`config.mk`:
```
export PLATFORM = sky130hd
export DESIGN_NAME = score_tally_flat
export DESIGN_NICKNAME = d
export VERILOG_FILES = /design/src/rtl/score_tally_if.sv /design/src/rtl/score_tally.sv /design/src/flat_wrapper.sv
export SDC_FILE = /design/constraint.sdc
export NUM_CORES = 1
export LEC_CHECK = 0
export BUFFER_PORTS_ARGS = -buffer_cell sky130_fd_sc_hd__buf_2
export CELL_PAD_IN_SITES_DETAIL_PLACEMENT = 1
export CELL_PAD_IN_SITES_GLOBAL_PLACEMENT = 1
export CORE_ASPECT_RATIO = 0.5
export CORE_MARGIN = 3
export CORE_UTILIZATION = 40
export CTS_BUF_LIST = sky130_fd_sc_hd__clkbuf_4
export CTS_CLUSTER_SIZE = 14
export DETAILED_ROUTE_END_ITERATION = 8
export GPL_ROUTABILITY_DRIVEN = 0
export PLACE_DENSITY = 0.65
export SLEW_MARGIN = 20
export SYNTH_ARGS = -nofsm -noshare
export SYNTH_HDL_FRONTEND = slang
export SYNTH_SLANG_ARGS = --single-unit
```
`constraint.sdc`:
```
create_clock -name frame_clk -period 12.7 [get_ports frame_clk]
set_clock_uncertainty 0.2 [all_clocks]
set_input_delay 0 -clock frame_clk [delete_from_list [all_inputs] [get_ports frame_clk]]
set_output_delay 0 -clock frame_clk [all_outputs]
set_load 0.1 [all_outputs]
```
`src/rtl/score_tally_if.sv`:
```
// score_tally_if: groups the score accumulator's keycode/lane inputs and its
// tally/display outputs into one bundle.
//   master : drives keycode and score_in, observes the tally outputs
//   slave  : the score_tally block itself
interface score_tally_if #(
  parameter int N_LANES = 64
);
  logic [7:0]         keycode;
  logic [N_LANES-1:0] score_in;
  logic               running;
  logic [13:0]        score_total;
  logic [9:0]         hit_count;
  logic [7:0]         combo;
  logic [7:0]         max_combo;
  logic               hit_pulse;
  logic [15:0]        score_bcd;
  logic               bcd_busy;

  modport master (
    output keycode, score_in,
    input  running, score_total, hit_count, combo, max_combo,
           hit_pulse, score_bcd, bcd_busy
  );

  modport slave (
    input  keycode, score_in,
    output running, score_total, hit_count, combo, max_combo,
           hit_pulse, score_bcd, bcd_busy
  );
endinterface

```
`src/rtl/score_tally.sv`:
```
// score_tally: rhythm-game score accumulator.
// Edge-detects per-lane dropper score levels, accumulates score / hit count /
// combo streak while running, and serially converts the score to BCD.
// Ports:
//   frame_clk : sole clock, rising edge
//   Reset_n   : asynchronous active-low reset
//   bus       : score_tally_if.slave
//     keycode (8h2c start, 8h01 back to idle), score_in[N_LANES]
//     running, score_total (sat 9999), hit_count (sat 1023), combo (sat 255),
//     max_combo, hit_pulse, score_bcd (4 digits), bcd_busy
module score_tally #(
  parameter int N_LANES      = 64,
  parameter int HIT_POINTS   = 10,
  parameter int BONUS_POINTS = 5,
  parameter int COMBO_BONUS  = 10,
  parameter int COMBO_WINDOW = 120
) (
  input logic          frame_clk,
  input logic          Reset_n,
  score_tally_if.slave bus
);

  localparam logic [7:0]  KEY_START = 8'h2c;
  localparam logic [7:0]  KEY_IDLE  = 8'h01;
  localparam int          KW        = $clog2(N_LANES + 1);
  localparam logic [15:0] HIT_P     = 16'(HIT_POINTS);
  localparam logic [15:0] BONUS_P   = 16'(BONUS_POINTS);
  localparam logic [7:0]  CB_THR    = 8'(COMBO_BONUS);
  localparam logic [7:0]  WIN       = 8'(COMBO_WINDOW);

  typedef enum logic {S_IDLE, S_RUN} state_t;
  typedef enum logic [1:0] {B_IDLE, B_SHIFT, B_DONE} bstate_t;

  state_t state, state_nxt;
  logic   go_idle;

  // ---------------- session FSM ----------------
  always_ff @(posedge frame_clk or negedge Reset_n)
    if (!Reset_n) state <= S_IDLE;
    else          state <= state_nxt;

  always_comb begin
    state_nxt = state;
    go_idle   = 1'b0;
    case (state)
      S_IDLE: if (bus.keycode == KEY_START) state_nxt = S_RUN;
      S_RUN:  if (bus.keycode == KEY_IDLE) begin
                state_nxt = S_IDLE;
                go_idle   = 1'b1;
              end
      default: state_nxt = S_IDLE;
    endcase
  end

  // ---------------- edge detect ----------------
  // Rising edges are captured into hits_q at the sampling edge and counted one
  // edge later. Edges sampled while IDLE are dropped at capture, so a start
  // key coincident with a rise never counts that rise.
  logic [N_LANES-1:0] score_prev, hits_q;
  logic [KW-1:0]      k;

  always_ff @(posedge frame_clk or negedge Reset_n)
    if (!Reset_n) begin
      score_prev <= '0;
      hits_q     <= '0;
    end else begin
      score_prev <= bus.score_in;
      hits_q     <= (state == S_RUN) ? (bus.score_in & ~score_prev) : '0;
    end

  always_comb begin
    k = '0;
    for (int i = 0; i < N_LANES; i++) k = k + KW'(hits_q[i]);
  end

  // ---------------- tally ----------------
  logic [13:0] score_total;
  logic [9:0]  hit_count;
  logic [7:0]  combo, max_combo, gap, combo_nxt;
  logic        hit_pulse, hit_ok;
  logic [15:0] combo_sum, pts, cnt_sum;
  logic [16:0] score_sum;

  // A quit key in the same cycle discards the hit.
  assign hit_ok = (state == S_RUN) && !go_idle && (k != '0);

  always_comb begin
    if (combo != 8'd0 && gap < WIN) combo_sum = {8'd0, combo} + 16'(k);
    else                            combo_sum = 16'(k);
    combo_nxt = (combo_sum > 16'd255) ? 8'd255 : combo_sum[7:0];
    pts       = 16'(k) * HIT_P + ((combo_nxt >= CB_THR) ? 16'(k) * BONUS_P : 16'd0);
    score_sum = {3'd0, score_total} + {1'b0, pts};
    cnt_sum   = {6'd0, hit_count} + 16'(k);
  end

  always_ff @(posedge frame_clk or negedge Reset_n)
    if (!Reset_n) begin
      score_total <= '0;
      hit_count   <= '0;
      combo       <= '0;
      max_combo   <= '0;
      gap         <= '0;
      hit_pulse   <= 1'b0;
    end else if (go_idle) begin
      score_total <= '0;
      hit_count   <= '0;
      combo       <= '0;
      gap         <= '0;
      hit_pulse   <= 1'b0;
    end else begin
      hit_pulse <= hit_ok;
      if (hit_ok) begin
        score_total <= (score_sum > 17'd9999) ? 14'd9999 : score_sum[13:0];
        hit_count   <= (cnt_sum > 16'd1023) ? 10'd1023 : cnt_sum[9:0];
        combo       <= combo_nxt;
        gap         <= '0;
        if (combo_nxt > max_combo) max_combo <= combo_nxt;
      end else if (gap != 8'd255) begin
        gap <= gap + 8'd1;
      end
    end

  // ---------------- BCD double-dabble ----------------
  // dd_sr = {bcd[15:0], bin[15:0]}; 16 shifts of a zero-extended 16-bit value.
  bstate_t     bst;
  logic [31:0] dd_sr, dd_adj, dd_shift;
  logic [3:0]  dd_cnt;
  logic [13:0] score_seen;
  logic [15:0] score_bcd;
  logic        pending, change;

  assign change = (score_total != score_seen);

  always_comb begin
    dd_adj = dd_sr;
    for (int d = 0; d < 4; d++)
      if (dd_sr[16+4*d +: 4] >= 4'd5) dd_adj[16+4*d +: 4] = dd_sr[16+4*d +: 4] + 4'd3;
    dd_shift = dd_adj << 1;
  end

  always_ff @(posedge frame_clk or negedge Reset_n)
    if (!Reset_n) begin
      bst        <= B_IDLE;
      dd_sr      <= '0;
      dd_cnt     <= '0;
      score_seen <= '0;
      score_bcd  <= '0;
      pending    <= 1'b0;
    end else if (go_idle) begin
      // score_total clears on this edge too, so seen=0 avoids a spurious reload
      bst        <= B_IDLE;
      dd_sr      <= '0;
      dd_cnt     <= '0;
      score_seen <= '0;
      score_bcd  <= '0;
      pending    <= 1'b0;
    end else begin
      score_seen <= score_total;
      case (bst)
        B_IDLE: if (change || pending) begin
          dd_sr   <= {16'd0, 2'b00, score_total};
          dd_cnt  <= '0;
          pending <= 1'b0;
          bst     <= B_SHIFT;
        end
        B_SHIFT: begin
          dd_sr  <= dd_shift;
          dd_cnt <= dd_cnt + 4'd1;
          if (dd_cnt == 4'd15) bst <= B_DONE;
          if (change) pending <= 1'b1;
        end
        B_DONE: begin
          score_bcd <= dd_sr[31:16];
          bst       <= B_IDLE;
          if (change) pending <= 1'b1;
        end
        default: bst <= B_IDLE;
      endcase
    end

  // ---------------- outputs ----------------
  assign bus.running     = (state == S_RUN);
  assign bus.score_total = score_total;
  assign bus.hit_count   = hit_count;
  assign bus.combo       = combo;
  assign bus.max_combo   = max_combo;
  assign bus.hit_pulse   = hit_pulse;
  assign bus.score_bcd   = score_bcd;
  assign bus.bcd_busy    = (bst != B_IDLE);

endmodule

```
`src/flat_wrapper.sv`:
```
// flat-port wrapper written by rule: the top's interface ports become plain ports
module score_tally_flat 
#(
  parameter int N_LANES      = 64,
  parameter int HIT_POINTS   = 10,
  parameter int BONUS_POINTS = 5,
  parameter int COMBO_BONUS  = 10,
  parameter int COMBO_WINDOW = 120
)
  (frame_clk, Reset_n, bus_keycode, bus_score_in, bus_running, bus_score_total, bus_hit_count, bus_combo, bus_max_combo, bus_hit_pulse, bus_score_bcd, bus_bcd_busy);
  score_tally_if #(.N_LANES(N_LANES)) bus_i ();
  input logic frame_clk;
  input logic Reset_n;
  input wire logic [$bits(bus_i.keycode)-1:0] bus_keycode;
  input wire logic [$bits(bus_i.score_in)-1:0] bus_score_in;
  output wire logic [$bits(bus_i.running)-1:0] bus_running;
  output wire logic [$bits(bus_i.score_total)-1:0] bus_score_total;
  output wire logic [$bits(bus_i.hit_count)-1:0] bus_hit_count;
  output wire logic [$bits(bus_i.combo)-1:0] bus_combo;
  output wire logic [$bits(bus_i.max_combo)-1:0] bus_max_combo;
  output wire logic [$bits(bus_i.hit_pulse)-1:0] bus_hit_pulse;
  output wire logic [$bits(bus_i.score_bcd)-1:0] bus_score_bcd;
  output wire logic [$bits(bus_i.bcd_busy)-1:0] bus_bcd_busy;
  assign bus_i.keycode = bus_keycode;
  assign bus_i.score_in = bus_score_in;
  assign bus_running = bus_i.running;
  assign bus_score_total = bus_i.score_total;
  assign bus_hit_count = bus_i.hit_count;
  assign bus_combo = bus_i.combo;
  assign bus_max_combo = bus_i.max_combo;
  assign bus_hit_pulse = bus_i.hit_pulse;
  assign bus_score_bcd = bus_i.score_bcd;
  assign bus_bcd_busy = bus_i.bcd_busy;
  score_tally #(.N_LANES(N_LANES), .HIT_POINTS(HIT_POINTS), .BONUS_POINTS(BONUS_POINTS), .COMBO_BONUS(COMBO_BONUS), .COMBO_WINDOW(COMBO_WINDOW)) u_core (.frame_clk(frame_clk), .Reset_n(Reset_n), .bus(bus_i));
endmodule
```
==> impl_results.md <==
* Post-synth cell types at 71
* Setup TNS Final at 0 ns
* Pleak at 7.790 nW
* Number of buffers inserted during clock tree synthesis at 58
* Site row count at 46
* Antenna violations before repair at 1
* Maximum fanout along the worst path at 6
* Top flip-flop cell by instance count after synthesis: dfrtp_1
* Min-Delay Path Class: reg -> reg
* Slowest CP cell: fa_1
* Top layer used by detailed routing: met4
* Growth of design area from synthesis to finish at 25.53%
* CP arrival at 12.47 ns
* Fraction of power spent switching nets at 47.10%
* Crit path top cell by count: fa_1
* Post-synth ARST share at 100.0%
* Period Utilization, post-route at 95.06%
* Category of the worst setup path launch point: flop
* Number of enable flip-flop cells after synthesis at 0
* Max-slew violation count at 0
* Wire length of the first global-routing pass at 59.39 mm
* Peak supply drop at 0.0001389 V
* DR DRC count at 0
* Count of max-cap constraint violations at 0
* Io pins at 133
* CP endpoint kind: flop
* Post-route minimum period at 12.07 ns
* Final-report setup violation count at 0
* Overall Global Routing Usage at 21.15%
* Number of placed cells counting well taps at 1,733
* Headroom to the max-slew limit at 27.00%
* Area used by sequential logic in the layout at 6181 µm²
* Total area of multi-input combinational cells at 6301 µm²
* Net switching power of the design at 1.452 mW
* Data required time of the worst path at 13.10 ns
* H-tree depth reported by CTS at 2
* CP max stage delay at 0.59 ns
* Area of the core at 31,940 µm²
* Average cell area after synthesis at 11.02 µm²
* Per-cell routed wire length at 18.28 µm
* Outcome: finished, final reports clean
* Hold violation count in the final report at 0
* Cell internal pwr at 1.631 mW
* Total of buffers placed on input and output ports at 132
* Crit Path Class: reg -> reg
* Height of the die at 134.0 µm
* Relative contribution of the clock network to total power at 20.4%
* Violation count after the first detailed-route iteration at 373
* Grt ovf at 0
* TritonCTS clock tree: done
* Met2 wirelength from detailed routing at 18.66 mm
* DR vias/cell at 5.089
* Wire length on met1 at 15.17 mm
* Initial cell density of the core at 41.00%
* Vias in the first global route at 11,360
* Fraction of power consumed by sequential logic at 35.5%
* Count of placed standard cells in the final layout, fillers left out at 1,972
* Power density over the cells at 187.5 nW/µm²
* Summed instance area of the synthesized netlist at 13,100 µm²
* Overall die area at 35,080 µm²
* Count of filler cells inserted in the layout at 3,527
* Number of warnings reported in the yosys synthesis log at 0
* Via count at 10,040
* DRT antenna net count at 0
* Clock Root Buffer: clkbuf_4
* Post-Route Utilization at 51.47%
* Post-synthesis sequential element count at 247
* Detailed-routing iteration count for the pre-antenna-repair pass at 6
* Worst Max-Slew Pin Slew at 1.095 ns
* Post-CTS clock slew at the launch and capture registers of the worst setup and hold paths at 0.09 ns
* Part of the total power dissipated in combinational logic at 44.1%
* Number of cells produced by synthesis at 1,188
* Latest clock arrival within the worst-skew pair at 0.72 ns
* Maximum operating frequency at 82.83 MHz
* Total Routed Length at 36.06 mm
* Met3 wire length at 1.290 mm
* Proportion of layout cells with a drive suffix above 1 at 17.02%
* Register area share after synthesis at 47.19%
* Clk buf depth at 3
* Number of nets in the synthesized netlist at 1,404
* Die boundary width at 261.9 µm
* Count of clock tree sinks at 247
* Largest net degree at the start of global routing at 109
* NumNets Final at 1,720
* Detail Placement HPWL at 22.73 mm
-- critical path: cells and delay by family (launching register included) --
kind                       cells  cell delay [ns]
adders and majority gates     12             5.46
AOI/OAI and AO/OA             18             3.99
and+or+nand+nor                8             1.19
buffers and inverters          7             0.55
DFF                            1             0.36
xor gates and xnor gates       1             0.19
-- path summary, 6_finish.rpt --
path	startpoint	cells after the start	end	slack [ns]
min in group asynchronous	Reset_n	4	u_core.bus.score_bcd[7]$_DFFE_PN0P_	0.29
hold / removal	u_core.score_prev[63]$_DFF_PN0_	1	u_core.hits_q[63]$_DFF_PN0_	0.18
setup reg to reg	u_core.hits_q[36]$_DFF_PN0_	46	u_core.bus.score_total[7]$_DFFE_PN0P_	0.63
setup / recovery	u_core.hits_q[36]$_DFF_PN0_	46	u_core.bus.score_total[7]$_DFFE_PN0P_	0.63
hold reg to reg	u_core.score_prev[63]$_DFF_PN0_	1	u_core.hits_q[63]$_DFF_PN0_	0.18
max in group asynchronous	Reset_n	5	u_core.hits_q[27]$_DFF_PN0_	10.64
-- power groups by stage --
stage / registers, mW / clock network (mW) / logic, mW
finish: 1.09 / 0.630 / 1.36
global route: 1.11 / 0.698 / 1.47
CTS: 1.09 / 0.642 / 1.35
detailed placement: 1.11 / 0 / 1.31
global placement: 1.10 / 0 / 1.28
floorplan: 1.51 / 0 / 0.595
-- flip-flops by register name, summed over array words and instances (netlist names) --
register                count
u_core.hits_q              64
u_core.bus.running          1
u_core.bus.score_total     14
u_core.gap                  8
u_core.score_seen          14
u_core.dd_cnt               4
u_core.bus.hit_count       10
u_core.dd_sr               32
u_core.score_prev          64
u_core.bus.combo            8
u_core.bus.score_bcd       16
u_core.bus.hit_pulse        1
u_core.bus.max_combo        8
u_core.pending              1
u_core.bst                  2
-- logic make-up after synthesis --
kind of cell,count (synthesis),synth area share [%]
buf+inv,174,5.073
fa+ha+maj,142,16.95
xor+xnor,55,3.678
simple gates,324,13.11
compound gates,202,10.58
mux,44,3.420
flops,247,47.19
-- routing by layer --
| metal | track usage, % | up-vias |
|---|---|---|
| met2 | 37.88 | 173 |
| met3 | 4.244 | 78 |
| met1 | 25.78 | 5104 |
| li1 | - | 4681 |
| met5 | 0 | - |
| met4 | 6.540 | 0 |
-- layout make-up --
type                            instances  share of cell area [%]
Multi-Input combinational cell        767                   38.33
Clock inverter                         11                  0.2588
Tap cell                              432                   3.288
Timing Repair Buffer                  287                   13.42
Clock buffer                           84                   3.836
Antenna cell                            1                 0.01522
Sequential cell                       247                   37.60
Inverter                              143                   3.265
-- synth_stat cells, types with 15 or more instances --
cell type / instances / area [µm²]
a21o_1: 15 / 112.6
a21oi_1: 46 / 230.2
and2_1: 17 / 106.4
clkbuf_1: 16 / 60.06
dfrtp_1: 247 / 6181
fa_1: 59 / 1181
ha_1: 83 / 1039
inv_1: 142 / 533.0
mux2i_1: 38 / 380.4
nand2_1: 72 / 270.3
nand2b_1: 15 / 93.84
nand3_1: 25 / 125.1
nor2_1: 81 / 304.0
nor3b_1: 64 / 480.5
o21ai_0: 46 / 230.2
o31ai_1: 26 / 195.2
xnor2_1: 32 / 280.3
xor2_1: 23 / 201.4
-- metrics by stage --
| stage | hold slack [ns] | setup slack [ns] | cell area [µm²] | total power, mW |
|---|---|---|---|---|
| global route | 0.1928 | -0.03395 | 16440 | 3.286 |
| detailed placement | -0.07993 | 0.3999 | 14270 | 2.419 |
| global placement | -0.07933 | 0.9671 | 14270 | 2.375 |
| CTS | 0.1691 | 0.3557 | 16370 | 3.086 |
| floorplan | -0.4956 | 1.497 | 13100 | 2.101 |
| finish | 0.1843 | 0.6278 | 16440 | 3.083 |
-- repair_timing --
item	in CTS	in global routing
endpoints found under the setup margin	0	14
gates resized for setup	0	10
buffers inserted	0	3
hold buffers	140	0
endpoints found under the hold margin	325	0
-- cells in the final DEF (no fill, tap or decap), types with 23 or more instances in the layout --
cell / count
nand2_1: 72
nor3b_1: 64
clkbuf_4: 84
a21oi_1: 43
mux2i_1: 37
xor2_1: 23
ha_1: 83
dfrtp_1: 247
o31ai_1: 26
nor2_1: 80
inv_1: 141
nand3_1: 25
buf_2: 131
fa_1: 59
dlygate4sd3_1: 139
o21ai_0: 45
xnor2_1: 32
Note: power is estimated with default switching activity, not from simulation.
